===== config.mk =====
export PLATFORM = sky130hd
export DESIGN_NAME = sr_latch_driver
export DESIGN_NICKNAME = d
export VERILOG_FILES = /design/src/rtl/sr_latch_driver.sv
export SDC_FILE = /design/constraint.sdc
export NUM_CORES = 1
export LEC_CHECK = 0
export CELL_PAD_IN_SITES_DETAIL_PLACEMENT = 1
export CELL_PAD_IN_SITES_GLOBAL_PLACEMENT = 2
export CORE_AREA = 2 2 66 52
export CTS_CLUSTER_SIZE = 16
export DETAILED_ROUTE_END_ITERATION = 6
export DIE_AREA = 0 0 68 54
export PLACE_DENSITY_LB_ADDON = 0.1
export SLEW_MARGIN = 15
export SYNTH_ARGS = -nofsm -noshare
export SYNTH_HDL_FRONTEND = slang
export SYNTH_SLANG_ARGS = --single-unit

===== constraint.sdc =====
create_clock -name clk -period 2.9 [get_ports clk]
set_input_delay 0.87 -clock clk [delete_from_list [all_inputs] [get_ports clk]]
set_output_delay 0.87 -clock clk [all_outputs]
set_load 0.02 [all_outputs]

===== src/rtl/sr_latch_driver.sv =====
// Drives an enabled SR latch from a valid/ready command interface: timed set/reset pulse,
// return to hold, then readback check with a saturating error count.
module sr_latch_driver #(
  parameter int unsigned PULSE_W  = 2,
  parameter int unsigned SETTLE_W = 1,
  parameter int unsigned CNT_W    = 8
) (
  input  logic             clk,
  input  logic             rst_n,
  input  logic             req_valid,
  input  logic             req_op,
  output logic             req_ready,
  output logic             e,
  output logic [1:0]       sr,
  input  logic             q_fb,
  input  logic             qb_fb,
  output logic             busy,
  output logic             done,
  output logic             err,
  output logic [CNT_W-1:0] err_cnt
);

  localparam int unsigned CntMax = (PULSE_W > SETTLE_W) ? PULSE_W : SETTLE_W;
  localparam int unsigned CntW   = $clog2(CntMax + 1);
  localparam logic [CNT_W-1:0] ErrMax = '1;

  typedef enum logic [1:0] {StIdle, StDrive, StSettle, StCheck} state_e;

  state_e          state_q;
  logic [CntW-1:0] cnt_q;
  logic            op_q;
  logic            mismatch;

  // Case-equality so that 11, 00 and X/Z readback all register as a mismatch.
  assign mismatch = (q_fb !== op_q) || (qb_fb !== ~op_q);

  always_ff @(posedge clk or negedge rst_n) begin
    if (!rst_n) begin
      state_q   <= StIdle;
      cnt_q     <= '0;
      op_q      <= 1'b0;
      e         <= 1'b0;
      sr        <= 2'b00;
      req_ready <= 1'b0;
      busy      <= 1'b0;
      done      <= 1'b0;
      err       <= 1'b0;
      err_cnt   <= '0;
    end else begin
      e    <= 1'b1;
      done <= 1'b0;
      err  <= 1'b0;
      unique case (state_q)
        StIdle: begin
          if (req_valid && req_ready) begin
            op_q      <= req_op;
            state_q   <= StDrive;
            cnt_q     <= CntW'(PULSE_W - 1);
            sr        <= req_op ? 2'b10 : 2'b01;
            req_ready <= 1'b0;
            busy      <= 1'b1;
          end else begin
            sr        <= 2'b00;
            req_ready <= 1'b1;
            busy      <= 1'b0;
          end
        end
        StDrive: begin
          if (cnt_q == '0) begin
            sr <= 2'b00;
            if (SETTLE_W == 0) begin
              state_q <= StCheck;
              cnt_q   <= '0;
            end else begin
              state_q <= StSettle;
              cnt_q   <= CntW'(SETTLE_W - 1);
            end
          end else begin
            cnt_q <= cnt_q - 1'b1;
          end
        end
        StSettle: begin
          if (cnt_q == '0) begin
            state_q <= StCheck;
            cnt_q   <= '0;
          end else begin
            cnt_q <= cnt_q - 1'b1;
          end
        end
        StCheck: begin
          // Readback is sampled on the closing edge; flags appear with ready so a
          // new command can be accepted in the done cycle.
          state_q   <= StIdle;
          cnt_q     <= '0;
          sr        <= 2'b00;
          busy      <= 1'b0;
          req_ready <= 1'b1;
          done      <= 1'b1;
          err       <= mismatch;
          if (mismatch && (err_cnt != ErrMax)) begin
            err_cnt <= err_cnt + 1'b1;
          end
        end
        default: begin
          state_q <= StIdle;
          sr      <= 2'b00;
        end
      endcase
    end
  end

endmodule


# Word level (Yosys, flattened, before mapping)
# Index checks and enable logic that the tools add are counted.
dict set report word_totals {
  register_bits 20
  in_bits 6
  output_inout_bits 15
  elab_cells 50
}
dict set report classes {
  addsub 2
  n_eq_ne 9
  muxes 16
  bitwise 1
  reduce_logical 12
}
# op n
set ops {}
lappend ops {{two-way mux 2 bit} 7}
lappend ops {{case mux 2 bit (3 select lines)} 2}
lappend ops {{adder 8 x 1 -> 8 bit (second input constant)} 1}
lappend ops {{inequality test 8 bit (second input constant)} 1}
lappend ops {{case mux 2 bit (4 select lines)} 1}
lappend ops {{inequality test 2 bit (second input constant)} 3}
lappend ops {{AND reduction 2 bit} 3}
lappend ops {{equality test 2 bit (second input constant)} 2}
lappend ops {{logical NOT 2 bit} 2}
lappend ops {{two-way mux 1 bit} 4}
lappend ops {{case mux 1 bit (2 select lines)} 2}
lappend ops {{AND reduction 3 bit} 1}
lappend ops {{nonzero test 3 bit} 1}
lappend ops {{equality test 2 x 1 -> 1 bit (second input constant)} 1}
lappend ops {{logical AND 1 bit} 2}
lappend ops {{case inequality test 1 bit} 2}
lappend ops {{nonzero test 2 bit} 1}
lappend ops {{OR reduction 2 bit} 1}
lappend ops {{subtractor 2 x 1 -> 2 bit (second input constant)} 1}
lappend ops {{logical OR 1 bit} 1}
lappend ops {{NOT 1 bit} 1}

# Depth between registers and ports, before layout
# Gate-level depths: netlist (run 1).
dict set report depth {
  word_depth 5
  ltp_mapped 6
  mapped_depth_nobuf 6
}

# Least setup slack after synthesis (run 1)
# Ideal clock, no wire load.
dict set report synth_path {
  kind {input port to flip-flop}
  from {in q_fb}
  to {reg err_cnt[7]}
  setup_time_ps 125
  arrival_time_ps 1640
  t_required_ps 2775
  slack_ps 1135
  cell_stages 4
  path_buffers 0
  cell_sequence {nand2_1 -> o221ai_4 -> nor3_2 -> mux2_4}
}
dict set report synth_between {
  elab_chain_cells 4
}
# element line
set synth_lines {}
lappend synth_lines {{from (decl)} 15} ;# input logic q_fb,
lappend synth_lines {{case inequality test 1 bit} 35} ;# assign mismatch = (q_fb !== op_q) || (qb_fb !== ~op_q);
lappend synth_lines {{logical OR 1 bit} 35}
lappend synth_lines {{logical AND 1 bit} 100} ;# if (mismatch && (err_cnt != ErrMax)) begin
lappend synth_lines {{AND reduction 2 bit (no line)} n/a}
lappend synth_lines {{to (signal assigned)} 101} ;# err_cnt <= err_cnt + 1'b1;
lappend synth_lines {{to (decl)} 20} ;# output logic [CNT_W-1:0] err_cnt
# No other way between the ends.
# A chain may end at the register's enable or synchronous reset.

# Final worst setup path (run 1)
dict set report layout_path {
  from {reg err_cnt[4]}
  to {out err_cnt[4]}
}
# No word-level cell between the ends.

==> impl_summary.txt, run 1 <==
----------------------------------------------------
[Logic synthesis]
  Top post-synthesis cells by count ... sky130_fd_sc_hd__dfrtp_1 (20), sky130_fd_sc_hd__nand2_1 (10), sky130_fd_sc_hd__ha_1 (6), sky130_fd_sc_hd__inv_1 (6), sky130_fd_sc_hd__xor2_1 (5)
  Dominant cells by area after synthesis ... sky130_fd_sc_hd__dfrtp_1 (51%), sky130_fd_sc_hd__ha_1 (7.6%), sky130_fd_sc_hd__xor2_1 (4.5%)
  Netlist area before placement ... 983 sq um
  Share of flip-flops with an asynchronous set or reset after synthesis ... 100%
  Count of flip-flops with a built-in enable after synthesis ... 0
  Avg Synthesized Cell Area ... 11.7 sq um
  Number of register bits inferred by synthesis ... 20
  Largest area contributor in the synthesized netlist ... sky130_fd_sc_hd__dfrtp_1
  Count leader, synth ... sky130_fd_sc_hd__dfrtp_1
  Most common flop cell mapped by yosys ... sky130_fd_sc_hd__dfrtp_1
  Count of unique library cells instantiated by Yosys ... 31
  Post-Syn Instances ... 84
  Register area share after synthesis ... 50.9%
  Warnings from Yosys ... 0
  Proportion of netlist area held by the largest area contributor ... 50.9%
  Post-synthesis net count ... 96

[Die]
  Width of the die ... 68 microns
  Row Count ... 18
  Floorplan core area ... 3110 sq um
  Number of ports placed on the die boundary ... 21
  Y dimension of the die ... 54 microns
  Initial cell density of the core ... 31.6%
  Area of the die ... 3670 sq um

[Worst setup path]
  Critical Path, Cell by Cell ... clkdlybuf4s50_1
  CP max stage delay ... 0.63 ns
  Critical path endpoint category ... output pin
  Slowest cell on the critical path ... sky130_fd_sc_hd__clkdlybuf4s50_1
  Worst path top cell family by delay ... buffers and inverters
  Startpoint Class ... register
  Endpoint of the most critical setup path ... err_cnt[4]
  CP required ... 2.03 ns
  CP max FO ... 6
  Arrival time of data at the critical path endpoint ... 1.33 ns
  Critical path depth ... 1
  Number of buffers and inverters on the critical path ... 1
  Critical path start-end classification ... register to output pin
  Capture point of the worst reg-to-reg path ... err_cnt[7]$_DFFE_PN0P_
  Cell depth of the worst flop-to-flop path ... 4
  Launch point of the critical path ... err_cnt[4]$_DFFE_PN0P_
  Slack of the worst reg-to-reg path ... 1.26 ns
  Crit Reg-Reg Startpoint ... state_q[1]$_DFFE_PN0P_

[Detailed routing]
  Met1 routed wirelength after detailed routing ... 1060 microns
  Routed length per instance ... 13.8 microns
  Met2 routed wirelength ... 872 microns
  Number of DRC violations after detailed routing ... 0
  Post-DR vias/cell ... 4.64
  Via count of the routed design ... 687
  Routed length on met3 ... 112 microns
  Pre-Repair DR Iteration Count ... 4
  Number of DRC violations after detailed-routing iteration 0 ... 28
  Uppermost layer routed ... met3
  DRT antenna net count ... 0
  Total wire length after detailed routing ... 2040 microns

[Power]
  Peak supply drop ... 565 uV
  Leakage power summed over all cells ... 0.000580 uW
  Power density over cell area ... 1040 nW/um^2

[Clock tree]
  Post-cts gate resize count ... 0
  CTS tree ... yes
  Number of hold buffers added after CTS ... 0
  Root buffer selected by CTS ... sky130_fd_sc_hd__clkbuf_8
  Clock H-tree levels ... 1
  Num CTS Buffers ... 3
  Clock network latency to the later pin of the worst-skew pair ... 0.25 ns
  Clock-pin transition on the worst setup and hold timing paths ... 0.07 ns
  Total clock sinks ... 20
  Buffer count from post-CTS setup fixing ... 0
  Max Buffers Root-to-Sink ... 2

[Global route]
  Total congestion overflow ... 0
  Antenna violations before repair ... 0
  Number of global-route vias before repair ... 726
  Global routing usage summed across all routing layers ... 13.0%
  Maximum number of pins on one net before global-route repair ... 21
  Global-route wire length before repair ... 3420 microns

[STA]
  Final critical-path required period ... 2.20 ns
  RSZ-0062 raised after global routing ... no
  Total setup violations reported at the end of the flow ... 0
  Max Clock Skew ... 0.00122 ns
  Setup TNS Final ... 0 ns
  Final slew viol count ... 0
  Maximum clock frequency ... 455 MHz
  Post-route clock period utilization ... 75.8%
  Final hold viol count ... 0

[Place]
  Inst Count DP ... 145
  Placed inst area ... 1240 sq um
  Number of buffers added on ports ... 20
  Weighted congestion reported at the end of routability-driven placement ... 0.718
  Half-perimeter wire length after detailed placement ... 1540 microns

[Layout]
  Post-route design area ... 1280 sq um
  Number of antenna cells inserted ... 0
  Fraction of final layout cells with drive strength greater than 1 ... 13.9%
  Area of the multi-input gates ... 460 sq um
  Non-filler cells, final ... 148
  Final layout net count ... 122
  Area added between synthesis and finish ... 30.4%
  Final core area utilization ... 41.3%
  Sequential Area ... 500 sq um
  Fillcell total ... 341

[Outcome]
  Status ... finished clean

[Hold path]
  Hold crit path type ... register to register

[Run]
  Number of maximum-capacitance constraint violations ... 0

----------------------------------------------------
-- worst min-delay path by stage --
stage                     startpoint          endpoint  slack [ns]  cells past startpoint
finish              busy$_DFFE_PN0P_  busy$_DFFE_PN0P_        0.49                      1
global route        op_q$_DFFE_PN0P_  op_q$_DFFE_PN0P_        0.54                      2
CTS                 busy$_DFFE_PN0P_  busy$_DFFE_PN0P_        0.50                      1
detailed placement  busy$_DFFE_PN0P_  busy$_DFFE_PN0P_        0.49                      1
global placement    busy$_DFFE_PN0P_  busy$_DFFE_PN0P_        0.48                      1
floorplan           op_q$_DFFE_PN0P_  op_q$_DFFE_PN0P_        0.46                      2
-- final cells by class --
cell class                 instances  area share, %
clock buffer                       3           3.22
timing repair buffer              21           16.2
tap                               40           3.90
multi-input combinational         58           35.9
inverter                           6           1.76
sequential                        20           39.0
-- registers in the layout, summed over array words and instances (netlist names) --
register and count:
err_cnt 8, cnt_q 2, sr 2, state_q 2, busy 1, done 1
e 1, err 1, op_q 1, req_ready 1
-- power breakdown --
part / internal (uW) / switching [uW] / leakage (uW) / total (uW)
registers: 388 / 99.7 / 0.000251 / 487
logic: 318 / 349 / 0.000307 / 668
clock network: 92.4 / 87.7 / 0.0000216 / 180
-- layout by cell type (no fill, tap or decap), drive strengths merged --
cell type | netlist | final
dfrtp | 20 | 20
clkdlybuf4s50 | 0 | 20
nand2 | 10 | 10
inv | 6 | 6
ha | 6 | 6
xor2 | 5 | 5
nand3 | 4 | 4
nor3 | 4 | 4
a21oi | 3 | 3
o21ai | 3 | 3
clkbuf | 0 | 3
mux2 | 3 | 3
a22o | 2 | 2
nand2b | 2 | 2
o221ai | 2 | 2
nor4 | 2 | 2
a21o | 1 | 1
nand4 | 1 | 1
o22ai | 1 | 1
and2 | 1 | 1
and4 | 1 | 1
nor2b | 1 | 1
o21a | 1 | 1
mux2i | 1 | 1
nor2 | 1 | 1
nor3b | 1 | 1
nor4b | 1 | 1
conb | 1 | 1
buf | 0 | 1
-- metal layers --
| metal | vias up | GRT usage (%) |
|---|---|---|
| li1 | 346 | - |
| met4 | 0 | 2.00 |
| met2 | 15 | 19.9 |
| met1 | 326 | 17.6 |
| met3 | 0 | 5.02 |
| met5 | - | 0 |
-- through the flow --
stage | total power (uW) | hold WS (ns) | setup WS, ns
after global routing | 1470 | 0.535 | 0.617
after floorplan | 907 | 0.461 | 1.13
after CTS | 1370 | 0.504 | 0.685
after detailed placement | 1180 | 0.487 | 0.511
final | 1330 | 0.493 | 0.703
after global placement | 1160 | 0.482 | 0.566
-- kinds of logic after synthesis --
group	count (synthesis)	synth area share (%)
other	1	0.381
adders and majority gates	6	7.63
and+or+nand+nor	29	18.6
buffers and inverters	6	2.29
AOI/OAI and AO/OA	13	10.6
DFF	20	50.9
muxes	4	5.22
xor gates and xnor gates	5	4.45
Power figures use the tool's default switching activity.
==> inputs of run 2 (changes only) <==
--- a/config.mk
+++ b/config.mk
@@ -7,10 +7,10 @@
 export LEC_CHECK = 0
 export CELL_PAD_IN_SITES_DETAIL_PLACEMENT = 1
 export CELL_PAD_IN_SITES_GLOBAL_PLACEMENT = 2
-export CORE_AREA = 2 2 66 52
+export CORE_AREA = 2 2 68 54
 export CTS_CLUSTER_SIZE = 16
 export DETAILED_ROUTE_END_ITERATION = 6
-export DIE_AREA = 0 0 68 54
+export DIE_AREA = 0 0 70 56
 export PLACE_DENSITY_LB_ADDON = 0.1
 export SLEW_MARGIN = 15
 export SYNTH_ARGS = -nofsm -noshare
==> constraint.sdc (replaced) <==
create_clock -name clk -period 2.05 [get_ports clk]
set_input_delay 0.615 -clock clk [delete_from_list [all_inputs] [get_ports clk]]
set_output_delay 0.615 -clock clk [all_outputs]
set_load 0.02 [all_outputs]
==> run 2 against run 1 <==
Against the previous run: non-clock buffer count did not move; setup slack worse by 0.62 ns; die area rose by 6.8%; sequential share of layout area is 0.41 points lower; count of clock-buffer cells in the layout increased by 1; largest power group unchanged; largest cell class unchanged.
==> impl_summary.txt, run 2 (synthesis gave the netlist of run 1 again) <==
----------------------------------------------------
[Clock tree]
  Clock-pin transition on the worst setup and hold timing paths ... 0.07 ns
  Clock network latency to the later pin of the worst-skew pair ... 0.26 ns
  Post-cts gate resize count ... 0
  Total clock sinks ... 20
  Max Buffers Root-to-Sink ... 2
  Root buffer selected by CTS ... sky130_fd_sc_hd__clkbuf_8
  Clock H-tree levels ... 1
  Num CTS Buffers ... 3
  CTS tree ... yes
  Buffer count from post-CTS setup fixing ... 0
  Number of hold buffers added after CTS ... 0

[Global route]
  Global routing met3 resource utilization ... 4.89%
  Total congestion overflow ... 0
  Antenna violations before repair ... 0
  Maximum number of pins on one net before global-route repair ... 21
  Global routing usage summed across all routing layers ... 11.5%
  Global-route wire length before repair ... 3490 microns
  Number of global-route vias before repair ... 697
  Met1 track demand over resource in global routing ... 16.7%
  Global routing's busiest layer ... met1
  GR Layer Usage met2 ... 15.1%

[Place]
  Placed inst area ... 1240 sq um
  Half-perimeter wire length after detailed placement ... 1530 microns
  Number of buffers added on ports ... 20
  Weighted congestion reported at the end of routability-driven placement ... 0.706

[Detailed routing]
  Total wire length after detailed routing ... 1980 microns
  Post-DR vias/cell ... 4.66
  Number of DRC violations after detailed-routing iteration 0 ... 29
  Via count of the routed design ... 695
  Pre-Repair DR Iteration Count ... 2
  DRT antenna net count ... 0
  Routed length per instance ... 13.3 microns
  Number of DRC violations after detailed routing ... 0

[Layout]
  Top library cells by usage in the layout, fill and taps aside ... sky130_fd_sc_hd__dfrtp_1 (20), sky130_fd_sc_hd__clkdlybuf4s50_1 (20), sky130_fd_sc_hd__nand2_1 (10)
  Top register by number of flip-flops ... err_cnt
  Flip-flop count of the largest register, all copies and words added ... 8
  Final layout net count ... 122
  Final core area utilization ... 40.5%
  Number of antenna cells inserted ... 0
  Post-route design area ... 1300 sq um
  Fraction of final layout cells with drive strength greater than 1 ... 14.7%
  Area added between synthesis and finish ... 31.8%

[Power]
  Combinational share of power ... 48.8%
  Clock Power Share ... 15.5%
  Leakage power summed over all cells ... 0.000587 uW
  Power density over cell area ... 1500 nW/um^2
  Switching share of total power ... 39.8%
  Power spent charging and discharging nets ... 773 uW
  Peak supply drop ... 762 uV
  Sequential power share ... 35.7%
  Internal power consumption ... 1170 uW

[STA]
  Final slew viol count ... 0
  Final critical-path required period ... 1.97 ns
  RSZ-0062 raised after global routing ... no
  Final hold viol count ... 0
  Max Clock Skew ... 0.00122 ns
  Post-route clock period utilization ... 96.2%
  Total setup violations reported at the end of the flow ... 0
  Setup TNS Final ... 0 ns
  Final-layout worst hold slack ... 0.491 ns
  Maximum clock frequency ... 507 MHz

[Die]
  Width of the die ... 70 microns
  Initial cell density of the core ... 30.8%
  Number of ports placed on the die boundary ... 21
  Row Count ... 18
  Floorplan core area ... 3200 sq um
  Y dimension of the die ... 56 microns
  Area of the die ... 3920 sq um

[Worst setup path]
  Critical Path, Cell by Cell ... clkdlybuf4s50_1
  Critical path endpoint category ... output pin
  CP max FO ... 6
  CP required ... 1.43 ns
  Worst path top cell family by delay ... buffers and inverters
  Arrival time of data at the critical path endpoint ... 1.36 ns
  CP max stage delay ... 0.64 ns
  Number of buffers and inverters on the critical path ... 1
  Startpoint Class ... register
  Critical path start-end classification ... register to output pin
  Slowest cell on the critical path ... sky130_fd_sc_hd__clkdlybuf4s50_1

[Hold path]
  Hold crit path type ... register to register

[Outcome]
  Status ... finished clean

[Run]
  Number of maximum-capacitance constraint violations ... 0

----------------------------------------------------
run 2: cell count changes in the layout (fill, tap and decap cells not counted):
| cell | change |
|---|---|
| sky130_fd_sc_hd__clkbuf_8 | +1 |
run 2: stage by stage:
| stage | worst slack (ns) | instances | power (uW) |
|---|---|---|---|
| final | 0.0786 | 149 | 1940 |
| after detailed placement | -0.0568 | 145 | 1660 |
| after CTS | 0.0696 | 149 | 1980 |
| after global routing | 0.0227 | 149 | 2110 |
| after global placement | -0.0288 | 145 | 1640 |
| after floorplan | 0.529 | 84 | 1280 |
run 2: worst paths after layout:
kind,end,cells past startpoint,from,slack [ns]
max in group asynchronous,err_cnt[2]$_DFFE_PN0P_,2,rst_n,1.15
worst max register to register,err_cnt[7]$_DFFE_PN0P_,4,state_q[1]$_DFFE_PN0P_,0.44
min in group asynchronous,sr[0]$_DFFE_PN0P_,2,rst_n,0.69
worst min register to register,busy$_DFFE_PN0P_,1,busy$_DFFE_PN0P_,0.49
worst min-delay path,busy$_DFFE_PN0P_,1,busy$_DFFE_PN0P_,0.49
worst max-delay path,err_cnt[4],1,err_cnt[4]$_DFFE_PN0P_,0.08
run 2: area by class of cell:
type / count / area (sq um)
Tap cell: 40 / 50.0
Fill cell: 352 / 1900
Clock buffer: 4 / 55.1
Multi-Input combinational cell: 58 / 460
Sequential cell: 20 / 500
Timing Repair Buffer: 21 / 208
Inverter: 6 / 22.5
run 2: per-layer routing:
| metal | vias to the layer above | part of all wire (%) |
|---|---|---|
| li1 | 345 | - |
| met1 | 330 | 54 |
| met2 | 16 | 38 |
| met3 | 4 | 6.1 |
| met4 | 0 | 1.2 |
| met5 | - | 0 |
run 2: power by group through the flow:
stage | Clock [uW] | Combinational [uW] | Sequential [uW]
after floorplan | 0 | 476 | 808
after global placement | 0 | 947 | 698
after detailed placement | 0 | 955 | 704
after CTS | 317 | 963 | 697
after global routing | 339 | 1040 | 723
final | 302 | 947 | 693
